`src/rtl/led_pattern_seq.sv`:
```
// LED pattern sequencer: samples the divided tick_clk and steps rotate/bounce/blink patterns.
// Optional BOUNCE mode is enabled by LED_SEQ_BOUNCE_EN; without it, mode 2 aliases SHIFT_L.

module led_pattern_seq #(
    parameter int WIDTH       = 10,
    parameter int SYNC_STAGES = 2
) (
    input  logic             clk,
    input  logic             rst,
    input  logic             tick_clk,
    input  logic [1:0]       mode,
    input  logic             run,
    output logic [WIDTH-1:0] leds,
    output logic             step,
    output logic [15:0]      wraps
);

    typedef enum logic [1:0] {
        SHIFT_L = 2'd0,
        SHIFT_R = 2'd1,
        BOUNCE  = 2'd2,
        BLINK   = 2'd3
    } mode_t;

`ifdef LED_SEQ_BOUNCE_EN
    typedef enum logic {
        DIR_UP   = 1'b0,
        DIR_DOWN = 1'b1
    } dir_t;
`endif

    localparam logic [WIDTH-1:0] SEED_LO = WIDTH'(1);
    localparam logic [WIDTH-1:0] SEED_HI = SEED_LO << (WIDTH - 1);

    logic [SYNC_STAGES-1:0] r_sync;
    logic [SYNC_STAGES-1:0] r_vld;
    logic                   r_prev;
    logic                   r_armed;
    logic                   r_adv;
    logic                   w_tick_s;
    logic                   w_adv;

    mode_t                  r_cur_mode;
    logic [WIDTH-1:0]       r_leds;
    logic                   r_step;
    logic [15:0]            r_wraps;

    mode_t                  w_mode_in;
    mode_t                  w_mode_nxt;
    logic [WIDTH-1:0]       w_leds_nxt;
    logic                   w_step_nxt;
    logic [15:0]            w_wraps_nxt;

`ifdef LED_SEQ_BOUNCE_EN
    dir_t                   r_dir;
    dir_t                   w_dir_nxt;
`endif

    function automatic logic [WIDTH-1:0] seed_of(input mode_t m);
        case (m)
            SHIFT_R: seed_of = SEED_HI;
            BLINK:   seed_of = '1;
            default: seed_of = SEED_LO;
        endcase
    endfunction

    assign w_tick_s  = r_sync[SYNC_STAGES-1];
    assign w_mode_in = mode_t'(mode);

    // r_armed blocks edges until a real low has crossed the synchronizer, so a
    // tick_clk held high through reset is not mistaken for a rising edge.
    assign w_adv = w_tick_s & ~r_prev & r_armed;

    // NOTE: every clocked assignment is non-blocking so all flops sample pre-edge values.
    always_ff @(posedge clk or posedge rst) begin
        if (rst) begin
            r_sync  <= '0;
            r_vld   <= '0;
            r_prev  <= 1'b0;
            r_armed <= 1'b0;
            r_adv   <= 1'b0;
        end else begin
            r_sync  <= {r_sync[SYNC_STAGES-2:0], tick_clk};
            r_vld   <= {r_vld[SYNC_STAGES-2:0], 1'b1};
            r_prev  <= w_tick_s;
            if (r_vld[SYNC_STAGES-1] && !w_tick_s)
                r_armed <= 1'b1;
            r_adv   <= w_adv;
        end
    end

    // State register
    always_ff @(posedge clk or posedge rst) begin
        if (rst) begin
            r_cur_mode <= SHIFT_L;
            r_leds     <= SEED_LO;
            r_step     <= 1'b0;
            r_wraps    <= '0;
`ifdef LED_SEQ_BOUNCE_EN
            r_dir      <= DIR_UP;
`endif
        end else begin
            r_cur_mode <= w_mode_nxt;
            r_leds     <= w_leds_nxt;
            r_step     <= w_step_nxt;
            r_wraps    <= w_wraps_nxt;
`ifdef LED_SEQ_BOUNCE_EN
            r_dir      <= w_dir_nxt;
`endif
        end
    end

    // Next-state logic; a mode change outranks any pending advance.
    // NOTE: each target gets a default first so no path leaves it unassigned (no latches).
    always_comb begin
        w_mode_nxt  = r_cur_mode;
        w_leds_nxt  = r_leds;
        w_step_nxt  = 1'b0;
        w_wraps_nxt = r_wraps;
`ifdef LED_SEQ_BOUNCE_EN
        w_dir_nxt   = r_dir;
`endif
        if (w_mode_in != r_cur_mode) begin
            w_mode_nxt = w_mode_in;
            w_leds_nxt = seed_of(w_mode_in);
`ifdef LED_SEQ_BOUNCE_EN
            w_dir_nxt  = DIR_UP;
`endif
        end else if (r_adv && run) begin
            w_step_nxt = 1'b1;
            case (r_cur_mode)
                SHIFT_R: begin
                    w_leds_nxt = {r_leds[0], r_leds[WIDTH-1:1]};
                    if (r_leds[0])
                        w_wraps_nxt = r_wraps + 16'd1;
                end
`ifdef LED_SEQ_BOUNCE_EN
                BOUNCE: begin
                    if (r_dir == DIR_UP) begin
                        w_leds_nxt = r_leds << 1;
                        if (r_leds[WIDTH-2])
                            w_dir_nxt = DIR_DOWN;
                    end else begin
                        w_leds_nxt = r_leds >> 1;
                        if (r_leds[1]) begin
                            w_dir_nxt   = DIR_UP;
                            w_wraps_nxt = r_wraps + 16'd1;
                        end
                    end
                end
`endif
                BLINK: begin
                    w_leds_nxt = ~r_leds;
                    if (r_leds == '0)
                        w_wraps_nxt = r_wraps + 16'd1;
                end
                default: begin
                    w_leds_nxt = {r_leds[WIDTH-2:0], r_leds[WIDTH-1]};
                    if (r_leds[WIDTH-1])
                        w_wraps_nxt = r_wraps + 16'd1;
                end
            endcase
        end
    end

    // Outputs come straight from registers.
    always_comb begin
        leds  = r_leds;
        step  = r_step;
        wraps = r_wraps;
    end

endmodule

```
`config.mk`:
```
export PLATFORM = sky130hd
export DESIGN_NAME = led_pattern_seq
export DESIGN_NICKNAME = d
export VERILOG_FILES = /design/src/rtl/led_pattern_seq.sv
export SDC_FILE = /design/constraint.sdc
export NUM_CORES = 1
export LEC_CHECK = 0
export CORE_MARGIN = 10
export CORE_UTILIZATION = 35
export CTS_BUF_LIST = sky130_fd_sc_hd__clkbuf_8
export DETAILED_ROUTE_END_ITERATION = 8
export GPL_TIMING_DRIVEN = 0
export REMOVE_ABC_BUFFERS = 1
export SYNTH_ARGS = -nofsm -noshare
export SYNTH_HDL_FRONTEND = slang
export SYNTH_SLANG_ARGS = --single-unit
```
`constraint.sdc`:
```
create_clock -name clk -period 2.7 [get_ports clk]
set_input_delay 0.54 -clock clk [delete_from_list [all_inputs] [get_ports clk]]
set_output_delay 0.54 -clock clk [all_outputs]
set_load 0.005 [all_outputs]
```
Word-level counts from Yosys, hierarchy flattened
Index checks and enable logic that the tools add are counted.
{"block": "word_totals", "regBits": 36, "in_bits": 6, "out_inout_bits": 27, "wordCells": 39}
{"block": "op_classes", "addsub": 1, "n_eq_ne": 7, "mux": 10, "bitwise": 5, "n_reduce_logical": 7}
{"cell": "16-bit 2-to-1 mux", "count": 3}
{"cell": "10-bit case mux with 2 select lines", "count": 2}
{"cell": "16-bit case mux with 2 select lines", "count": 1}
{"cell": "10-bit 2-to-1 mux", "count": 2}
{"cell": "16-bit by 1-bit adder with 16-bit output, second input constant", "count": 1}
{"cell": "10-bit logical NOT", "count": 1}
{"cell": "10-bit NOT", "count": 1}
{"cell": "5-bit AND reduction", "count": 1}
{"cell": "2-bit by 1-bit == test with 1-bit output, second input constant", "count": 2}
{"cell": "2-bit == test, second input constant", "count": 2}
{"cell": "2-bit != test, second input constant", "count": 2}
{"cell": "3-bit nonzero test", "count": 1}
{"cell": "1-bit AND", "count": 2}
{"cell": "1-bit logical AND", "count": 2}
{"cell": "1-bit 2-to-1 mux", "count": 2}
{"cell": "2-bit != test", "count": 1}
{"cell": "1-bit NOT", "count": 2}
{"cell": "2-bit nonzero test", "count": 1}
{"cell": "1-bit logical NOT", "count": 1}

Depth between registers and ports, before layout
Gate-level depths: netlist of the first run.
{"block": "depth", "ltp_word": 4, "mapped_depth": 7}

Least setup slack after synthesis of the first run
No wires, ideal clock.
{"block": "synth_timing", "path_type": "input-to-reg", "startpoint": "in mode[1]", "endpoint": "reg r_wraps[9], in the netlist wraps[9]", "setup_ps": 79, "arrival_time_ps": 1955, "t_required_ps": 2621, "slack_ps": 666, "stages": 6, "n_path_buf": 1, "path_cell_list": "xnor2_1 > nand2_1 > or4_1 > buf_2 > nor4_4 > xor2_1"}
{"block": "synth_between", "elab_chain_cells": 3}
{"element": "start, declared", "line_no": "11", "source": "input logic [1:0] mode,"}
{"element": "2-bit != test", "line_no": "123", "source": "if (w_mode_in != r_cur_mode) begin"}
{"element": "1-bit NOT (no line)"}
{"element": "5-bit AND reduction (no line)"}
{"element": "end signal, assigned", "line_no": "106", "source": "r_wraps <= w_wraps_nxt;"}
{"element": "end, declared", "line_no": "46", "source": "logic [15:0] r_wraps;"}
Every way passes these cells.
A chain may end at the register's enable or synchronous reset.

Worst setup path in the final report of the first run
{"block": "layout_timing", "startpoint": "in mode[0]", "endpoint": "reg r_wraps[9], in the netlist wraps[9]"}
The elaborated chain is that of the path after synthesis.

==> results by group, run 1 <==
Power
  – Static Leak: 0.957 nW
  – Sw Share: 0.278
  – Switching power summed over all nets: 0.382 mW
  – Max IR drop VDD: 0.374 mV
  – Share of power burned in registers: 0.487
  – Cell-internal power: 0.994 mW
  – P per Cell Area: 619 nW/um2
  – Clock power share: 0.332
  – Logic pwr share: 0.181

STA
  – Count of final setup violators: 0
  – Unrepaired setup endpoints after global routing: yes
  – Worst slew pin tran: 0.710 ns
  – Final Max Slew Viols: 0
  – Post-layout worst setup margin: 0.194 ns
  – Layout Skew: 0.00977 ns
  – Shortest clock period the worst path allows after layout: 2.51 ns
  – Hold Violations, Final: 0
  – Period utilization: 0.928
  – Timing-limited maximum frequency: 0.399 GHz
  – Relative slew slack: 0.522

Global routing
  – Overflow left after global routing: 0
  – GRT Total Usage: 0.0937
  – Number of antenna violations at the first check in global routing: 0
  – Largest net degree at the start of global routing: 37
  – Wire length of the first global-routing pass: 6.33 mm
  – Vias in the first global route: 1285

Worst setup path
  – Crit path arrival time: 2.71 ns
  – Required time at the endpoint of the critical path: 2.90 ns
  – Startpoint Class: input port
  – Critical path fanouts, max: 16
  – Critical path capture point type: register
  – Cells along the critical path: clkdlybuf4s50_1 > xnor2_1 > nand2_2 > or4_4 > nor4_4 > xor2_1
  – Launching point of the worst reg2reg path: r_cur_mode[0]
  – Stage delay of the slowest cell on the critical path: 0.68 ns
  – Slowest cell on crit path: sky130_fd_sc_hd__or4_4
  – Type of the worst setup path: input port to register
  – Worst r2r dst: wraps[9]
  – Setup slack of the worst register-to-register path: 0.35 ns
  – Reg2reg path depth: 5

Clocking
  – Total clock buffers created by CTS: 5
  – Maximum level of the CTS H-tree: 2
  – Hold_buf cts: 0
  – Clock root buffer: sky130_fd_sc_hd__clkbuf_8
  – Number of gates resized after CTS: 2
  – Clock-pin slew on the worst setup and hold paths: 0.07 ns
  – Deepest clock path buffer count: 2
  – Clk Latency, worst-skew pair: 0.29 ns
  – Number of buffers added for setup after CTS: 0
  – Sink count of the clock tree: 36
  – CTS tree: yes

Hold path
  – Hold EP: r_vld[1]
  – Path category of the worst min-delay check: register to register
  – Count of cells along the worst hold path: 0
  – HP Start: r_vld[0]

Finish
  – Number of inserted diodes: 0
  – Area growth syn-to-layout: 27.9%
  – Count of filler cells inserted in the layout: 478
  – Multi-input logic area: 788 um2
  – Fraction of layout instances using a drive strength above 1: 0.0734
  – Area taken by flip-flops and latches: 905 um2
  – Layout Utilization: 0.468
  – Final #Nets: 224
  – Most frequent standard cell in the layout excluding fill and tap cells: sky130_fd_sc_hd__dfrtp_1
  – Most frequent cells in the layout: sky130_fd_sc_hd__dfrtp_1, sky130_fd_sc_hd__clkdlybuf4s50_1, sky130_fd_sc_hd__nor2_1

Logic synthesis
  – Sequential area share after synthesis: 0.519
  – Post-synthesis register bit count: 36
  – Unique masters post-synth: 29
  – Per-instance average area after synthesis: 9.29 um2
  – Yosys warnings: 0
  – Mapped Area: 1740 um2
  – Gate count of the mapped netlist: 187

Drt
  – Average wire per standard cell: 12.8 um
  – Vias per inst: 4.93
  – Number of remaining DRC errors: 0
  – Total Wirelength: 3.65 mm
  – Number of DRC markers after the initial detailed-route iteration: 64
  – Post-route antenna net violation count: 0
  – DR vias: 1406
  – Number of search-and-repair iterations in the first detailed-routing pass: 4

Place
  – Placed wire-length estimate: 2.56 mm
  – Post-placement worst setup slack: -0.430 ns
  – Count of input and output buffers: 32
  – Placer's final routability congestion estimate: 0.724

Die
  – Effective utilization at floorplan: 0.366
  – Chip Height: 90.5 um
  – Top-Level Pins: 33
  – Core Footprint: 4750 um2
  – Floorplan die area: 8180 um2
  – Chip Width: 90.5 um
  – Number of placement rows: 25

Outcome
  – Outcome: completed

Run
  – Maximum capacitance violations: 0
-- cell type report --
cell class,instances,area share
clock buffer,5,0.0310
clock inverter,3,0.0174
inverter,5,0.00844
multi-input combinational,137,0.355
sequential,36,0.407
tap,67,0.0377
timing repair buffer,32,0.144
-- power groups by stage --
stage	Combinational (mW)	Sequential (mW)	Clock, mW
2_1_floorplan	0.128	0.664	0
3_3_place_gp	0.248	0.681	0
3_5_place_dp	0.253	0.678	0
4_1_cts	0.254	0.669	0.474
5_1_grt	0.285	0.683	0.494
6_report	0.249	0.670	0.457
-- critical path: cells and delay by family --
kind          cells  cell delay, ns
xor+xnor          2            0.46
buf+inv           1            0.50
simple gates      3            1.22
-- stage by stage --
stage	total power, mW	hold WS (ns)	cells	cell area [um2]	setup TNS, ns
finish	1.38	0.349	285	2220	0
global route	1.46	0.365	285	2220	-0.0285
CTS	1.40	0.353	285	2220	0
detailed placement	0.931	0.336	277	2110	-4.05
global placement	0.929	0.332	277	2110	-3.66
floorplan	0.792	0.331	178	1700	0
-- state kept, by name, summed over array words and instances (netlist names) --
signal,cells
r_adv,1
r_armed,1
step,1
r_vld,2
leds,10
wraps,16
r_sync,2
r_cur_mode,2
r_prev,1
-- cell usage after synthesis, drive strengths merged --
library cell   n  area [um2]
mux2i          2        20.0
nor3b          1        7.51
dfrtp         35         876
nor2          25        93.8
nand2b         1        6.26
dfstp          1        26.3
a31oi          1        6.26
inv            5        18.8
o21ai         16        80.1
clkbuf         7        26.3
buf            2        8.75
conb           1        3.75
nor4           6        73.8
nand2         22        82.6
nor3           5        25.0
xor2           6        52.6
a211oi         2        15.0
mux2           1        11.3
a21o           2        15.0
a21oi         19        95.1
nand3          8        40.0
or4            1        7.51
ha             1        12.5
nand4          6        37.5
xnor2         11        96.3
-- cells by family after synthesis --
kind of cell | count (synthesis) | share of synthesized area
compound gates | 40 | 0.122
xor+xnor | 17 | 0.0857
fa+ha+maj | 1 | 0.00720
buf+inv | 14 | 0.0310
flops | 36 | 0.519
mux | 3 | 0.0180
other cells | 1 | 0.00216
simple gates | 75 | 0.215
-- how the worst max path moves through the flow --
stage | start | end | slack (ns)
2_1_floorplan | r_cur_mode[0] | wraps[9] | 0.30
3_3_place_gp | mode[0] | wraps[9] | -0.38
3_5_place_dp | mode[0] | wraps[9] | -0.43
4_1_cts | mode[0] | wraps[9] | 0.03
5_1_grt | mode[0] | wraps[14] | -0.02
6_report | mode[0] | wraps[9] | 0.19
-- routing by layer --
| layer | track usage | part of all wire | wire (um) | vias to the layer above |
|---|---|---|---|---|
| met3 | 0.0341 | 0.055 | 200 | 5 |
| met1 | 0.113 | 0.46 | 1660 | 673 |
| met2 | 0.145 | 0.47 | 1730 | 27 |
| met4 | 0.0438 | 0.016 | 60 | 0 |
| met5 | 0 | 0 | 0 | - |
| li1 | - | - | - | 701 |
Power figures use the tool's default switching activity.
==> run 2: changes to the inputs <==
--- a/config.mk
+++ b/config.mk
@@ -8,6 +8,7 @@
 export CORE_MARGIN = 10
 export CORE_UTILIZATION = 35
 export CTS_BUF_LIST = sky130_fd_sc_hd__clkbuf_8
+export CTS_CLUSTER_SIZE = 16
 export DETAILED_ROUTE_END_ITERATION = 8
 export GPL_TIMING_DRIVEN = 0
 export REMOVE_ABC_BUFFERS = 1
==> results of run 2 <==
The final DEF is identical to that of run 1; final timing and power are the same.
==> variant 1 (flow settings as in run 2) <==
The parameter `SYNC_STAGES` goes from 2 to 4.
--- a/src/rtl/led_pattern_seq.sv
+++ b/src/rtl/led_pattern_seq.sv
@@ -3,7 +3,7 @@
 
 module led_pattern_seq #(
     parameter int WIDTH       = 10,
-    parameter int SYNC_STAGES = 2
+    parameter int SYNC_STAGES = 4
 ) (
     input  logic             clk,
     input  logic             rst,
Check against the original RTL: not equivalent (Yosys sat finds a counterexample within 10 cycles, from zero or initial values and one cycle with rst high).
==> variant 1 against run 2 <==
Sequential cell count increased by 4; critical path depth decreased by 1; power decreased by 2.7%; final area increased by 5.0%; core utilization decreased by 1.3 points; setup slack improved by 0.073 ns; area after synthesis increased by 6.9%; wire length increased by 5.7%.
==> variant 1: results (changes against run 2) <==
The signal arrival time at the worst endpoint is 2.65 ns (-0.06 ns). The utilization after layout is 45.42% (-1.3 points). The final-layout non-clock buffer area share is 13.72% (-0.69 points). The worst-case clock skew came out at 0.008424 ns (-0.001344 ns). The routed wire length on met2 came out at 1918 microns (+11%). The first-pass iteration count of the detailed router came to 6 (+2).

The global-route met2 utilization was 14.60% (+0.12 points). The largest net degree at the start of global routing came out at 41 (+11%). The sequential share of cell area came out at 42.98% (+2.3 points). The peak supply drop came out at 0.2787 mV (-25%). Sorting the synthesized cells by how often they occur yields sky130_fd_sc_hd__dfrtp_1 (39), sky130_fd_sc_hd__nand2_1 (17), sky130_fd_sc_hd__a21oi_1 (16). The number of multi-input combinational cells is 126 (-8.0%). The average wire length per cell after detail routing is 13.73 microns (+7.2%). The highest fanout seen on the critical path was 24 (+8). The number of library cell types mapped by synthesis came out at 33 (+14%). The met3 routed wirelength is 144 microns (-28%). The initial detailed-routing violation count is 62 (-3.1%). The share of the synthesized netlist area taken by xor and xnor gates is 8.013% (-0.55 points). The area share of fa/ha/maj cells after synthesis is 0.6734% (-0.047 points). The number of fillers in the final layout is 522 (+9.2%). The flow ran to the end, and the final reports show no timing, DRC or antenna violations. The final layout net count came out at 217 (-3.1%). The count of state elements after synthesis came to 40 (+11%).

The fraction of area in multi-input gates is 34.14% (-1.3 points). The proportion of layout cells with a drive suffix above 1 came out at 10.43% (+3.1 points). The total half-perimeter wirelength after legalization and detailed placement came out at 2693 microns (+5.2%). The share of final layout cell area taken by clock buffers and inverters came out at 4.609% (-0.23 points). The met1 routed wirelength after detailed routing came to 1723 microns (+3.6%). The final standard cell count with taps included and fillers excluded came out at 281 (-1.4%). The number of global-route vias before repair is 1,304 (+1.5%). The via count was 1,365 (-2.9%). The mux cell area share after synthesis came out at 0% (-1.8 points). The global routing usage on met3 came out at 2.986% (-0.42 points). In the post-synthesis netlist, the biggest area contributors are sky130_fd_sc_hd__dfrtp_1 (53%), sky130_fd_sc_hd__xor2_1 (5.2%), sky130_fd_sc_hd__a21oi_1 (4.3%), sky130_fd_sc_hd__nor4_2 (4.0%), sky130_fd_sc_hd__a211oi_1 (3.6%). The total placed cells including tap cells came out at 273 (-1.4%). The final weighted congestion in routability-driven placement came out at 0.7292 (+0.66%). The share of synthesized area occupied by flip-flops and latches was 53.94% (+2.0 points). The worst-case headroom to the max-slew limit is 45.67% (-6.6 points).
variant 1: cell count changes in the layout (fill, tap and decap cells not counted), sizes merged, moves of 2 or more:
cell    change
nand2       -5
a211oi      +7
nor2       -12
nor2b       +7
dfrtp       +4
nand4       -4
mux2i       -2
nor4        +2
xor2        +5
o21ai       -6
a21oi       -3
xnor2       -5
variant 1: power by group:
group,internal [W],switching (W)
registers,0.000637,0.0000561
clock network,0.000270,0.000200
logic,0.0000960,0.0000790
total,0.00100,0.000335
variant 1: path summary, 6_finish.rpt:
| check | start | endpoint | slack, ns | cells after the start |
|---|---|---|---|---|
| setup / recovery | run | wraps[14] | 0.27 | 5 |
| hold / removal | r_sync[2] | r_sync[3] | 0.35 | 0 |
| setup reg to reg | r_cur_mode[0] | wraps[14] | 0.47 | 5 |
| hold reg to reg | r_sync[2] | r_sync[3] | 0.35 | 0 |
| max in group asynchronous | rst | r_cur_mode[0] | 1.39 | 2 |
| min in group asynchronous | rst | wraps[5] | 0.73 | 2 |
==> variant 2 (config.mk and constraints of run 2) <==
Made on the original files. Register the inputs `mode` and `run` before use, without a reset. The logic sees them one clock later.
--- a/src/rtl/led_pattern_seq.sv
+++ b/src/rtl/led_pattern_seq.sv
@@ -32,6 +32,14 @@
     localparam logic [WIDTH-1:0] SEED_LO = WIDTH'(1);
     localparam logic [WIDTH-1:0] SEED_HI = SEED_LO << (WIDTH - 1);
 
+    logic [1:0] mode_q;
+    logic run_q;
+
+    always_ff @(posedge clk) begin
+        mode_q <= mode;
+        run_q  <= run;
+    end
+
     logic [SYNC_STAGES-1:0] r_sync;
     logic [SYNC_STAGES-1:0] r_vld;
     logic                   r_prev;
@@ -65,7 +73,7 @@
     endfunction
 
     assign w_tick_s  = r_sync[SYNC_STAGES-1];
-    assign w_mode_in = mode_t'(mode);
+    assign w_mode_in = mode_t'(mode_q);
 
     // r_armed blocks edges until a real low has crossed the synchronizer, so a
     // tick_clk held high through reset is not mistaken for a rising edge.
@@ -126,7 +134,7 @@
 `ifdef LED_SEQ_BOUNCE_EN
             w_dir_nxt  = DIR_UP;
 `endif
-        end else if (r_adv && run) begin
+        end else if (r_adv && run_q) begin
             w_step_nxt = 1'b1;
             case (r_cur_mode)
                 SHIFT_R: begin
Function: changed (a bounded check fails within 4 cycles, from zero or initial values and one cycle with rst high).
==> variant 2 against run 2 <==
Clock skew fell by 0.0055 ns; synthesized cell count down 3.7%; final area is essentially flat; final cell count shrank 2.1%; wire length hardly changed; power fell by 3.7%; combinational power down 5%; die area increased by 1.2%; sequential cell count up 3; setup slack better by 0.16 ns; worst hold slack better by 0.0018 ns; area after synthesis rose by 1.5%; largest cell class unchanged; highest routed layer unchanged.
==> variant 2: results (changes against run 2) <==
The peak supply drop came out at 0.2877 mV (-23%). The mux cell area share after synthesis came out at 2.411% (+0.61 points). The final layout net count was 218 (-2.7%). The total global routing track utilization came out at 9.324% (-0.049 points). The area of placed instances was 0.002137 sq mm (+1.4%). The run finished with clean final reports. The first-pass iteration count of the detailed router came out at 4 (unchanged). The sequential share of cell area came out at 43.30% (+2.6 points). The number of fillers in the final layout is 488 (+2.1%). Sorting the synthesized cells by area gives the leading types as sky130_fd_sc_hd__dfrtp_1 (50%), sky130_fd_sc_hd__xnor2_1 (6.5%), sky130_fd_sc_hd__a21oi_1 (4.8%), sky130_fd_sc_hd__nand2_1 (4.7%), sky130_fd_sc_hd__nor2_1 (4.7%). The number of multi-input combinational cells came out at 128 (-6.6%). The startpoint identified for the worst hold timing path is r_sync[0]. The worst hold path terminates at r_sync[1]. The fraction of area in multi-input gates is 33.84% (-1.6 points). The initial detailed-routing violation count came out at 60 (-6.3%). The number of global-route vias before repair is 1,359 (+5.8%). In the synthesized netlist, the cells that appear most often are sky130_fd_sc_hd__dfrtp_1 (35), sky130_fd_sc_hd__nand2_1 (22), sky130_fd_sc_hd__nor2_1 (22). The number of clock sinks is 39 (+8.3%). The leakage power total came to 0.9206 nW (-3.8%).

The number of vias per cell after detailed routing is 4.774 (-3.2%). The share of synthesized area occupied by flip-flops and latches came out at 54.54% (+2.6 points). The synthesized-area fraction occupied by ao, oa, aoi and oai cells came out at 12.27% (+0.10 points).

The H-tree depth reported by CTS came out at 2 (unchanged). The class of the worst hold path is register to register. Among all stages on the critical path, the largest delay is contributed by sky130_fd_sc_hd__dfrtp_1.

The total half-perimeter wirelength after legalization and detailed placement came out at 2563 microns (+0.15%). The number of library cell types mapped by synthesis is 30 (+3.4%). The signal arrival time at the worst endpoint came out at 2.52 ns (-0.19 ns). The highest fanout seen on the critical path came to 23 (+7). The wire length after detailed routing came out at 3647 microns (about the same). The number of antenna violations at the first check in global routing came out at 0 (unchanged). The first-pass GRT wire length is 6368 microns (+0.54%). The number of clock buffers inserted by TritonCTS came to 5 (unchanged). The number of cells traversed by the worst hold path is 0 (unchanged). The worst-case clock skew came to 0.004255 ns (-0.005513 ns). The clock insertion delay at the later pin of the skew report is 0.29 ns (about the same). The worst-case headroom to the max-slew limit came out at 49.70% (-2.5 points).

The worst register-to-register path ends at wraps[13]. The share of synthesized registers carrying an async set or reset came out at 92.31% (-7.7 points). The area share of fa/ha/maj cells after synthesis was 0.7092% (-0.011 points). The post-CTS resize count came out at 0 (-2). The proportion of layout cells with a drive suffix above 1 is 7.075% (-0.26 points). The share of the synthesized netlist area taken by xor and xnor gates is 8.440% (-0.13 points). The largest net degree at the start of global routing is 37 (unchanged). The stage delay of the slowest cell on the critical path came out at 0.79 ns (+0.11 ns). The clock-pin slew on the worst setup and hold paths came out at 0.08 ns.

The final weighted congestion in routability-driven placement is 0.7560 (+4.4%). The final-layout non-clock buffer area share is 14.41% (about the same). The share of final layout cell area taken by clock buffers and inverters came out at 3.829% (-1.0 points).
-- variant 2: cell count changes in the layout (fill, tap and decap cells not counted), sizes merged, moves of 2 or more --
cell / change
dfxtp: +3
a21oi: -2
nand4: -3
nand3: -2
nor2: -3
xnor2: +2
nor3: -3
xor2: -2
nor4: -2
and4: +2
-- variant 2: worst max-delay path by stage --
stage,start,to,slack (ns),depth (start not counted)
2_1_floorplan,r_cur_mode[0],wraps[1],0.63,4
3_3_place_gp,r_cur_mode[0],wraps[13],0.38,5
3_5_place_dp,r_cur_mode[0],wraps[13],0.37,5
4_1_cts,r_cur_mode[0],wraps[13],0.35,5
5_1_grt,r_cur_mode[0],wraps[10],0.13,5
6_report,r_cur_mode[0],wraps[13],0.36,5
-- variant 2: where the power goes --
group	internal (W)	switching [W]
combinational	0.000133	0.000103
sequential	0.000636	0.0000736
clock	0.000177	0.000203
-- variant 2: stage by stage --
| step | total power (W) | hold slack (ns) | utilization [%] | cells | setup WS, ns |
|---|---|---|---|---|---|
| 3_3_place_gp | 0.0009571 | 0.3315 | 44.36 | 271 | 0.3771 |
| 5_1_grt | 0.001411 | 0.3669 | 46.13 | 279 | 0.1339 |
| 4_1_cts | 0.001349 | 0.3518 | 46.13 | 279 | 0.3456 |
| 6_report | 0.001325 | 0.3507 | 46.13 | 279 | 0.3551 |
| 2_1_floorplan | 0.0008268 | 0.3312 | - | 172 | 0.6344 |
| 3_5_place_dp | 0.0009627 | 0.3347 | 44.36 | 271 | 0.3661 |
-- variant 2: metal layers --
metal  vias to the layer above  track usage, %  part of all wire, %
li1                        670               -                    -
met1                       634           10.67                   46
met3                         4           3.457                  5.0
met4                         0           5.352                  2.1
met5                         -               0                    0
met2                        24           14.68                   47
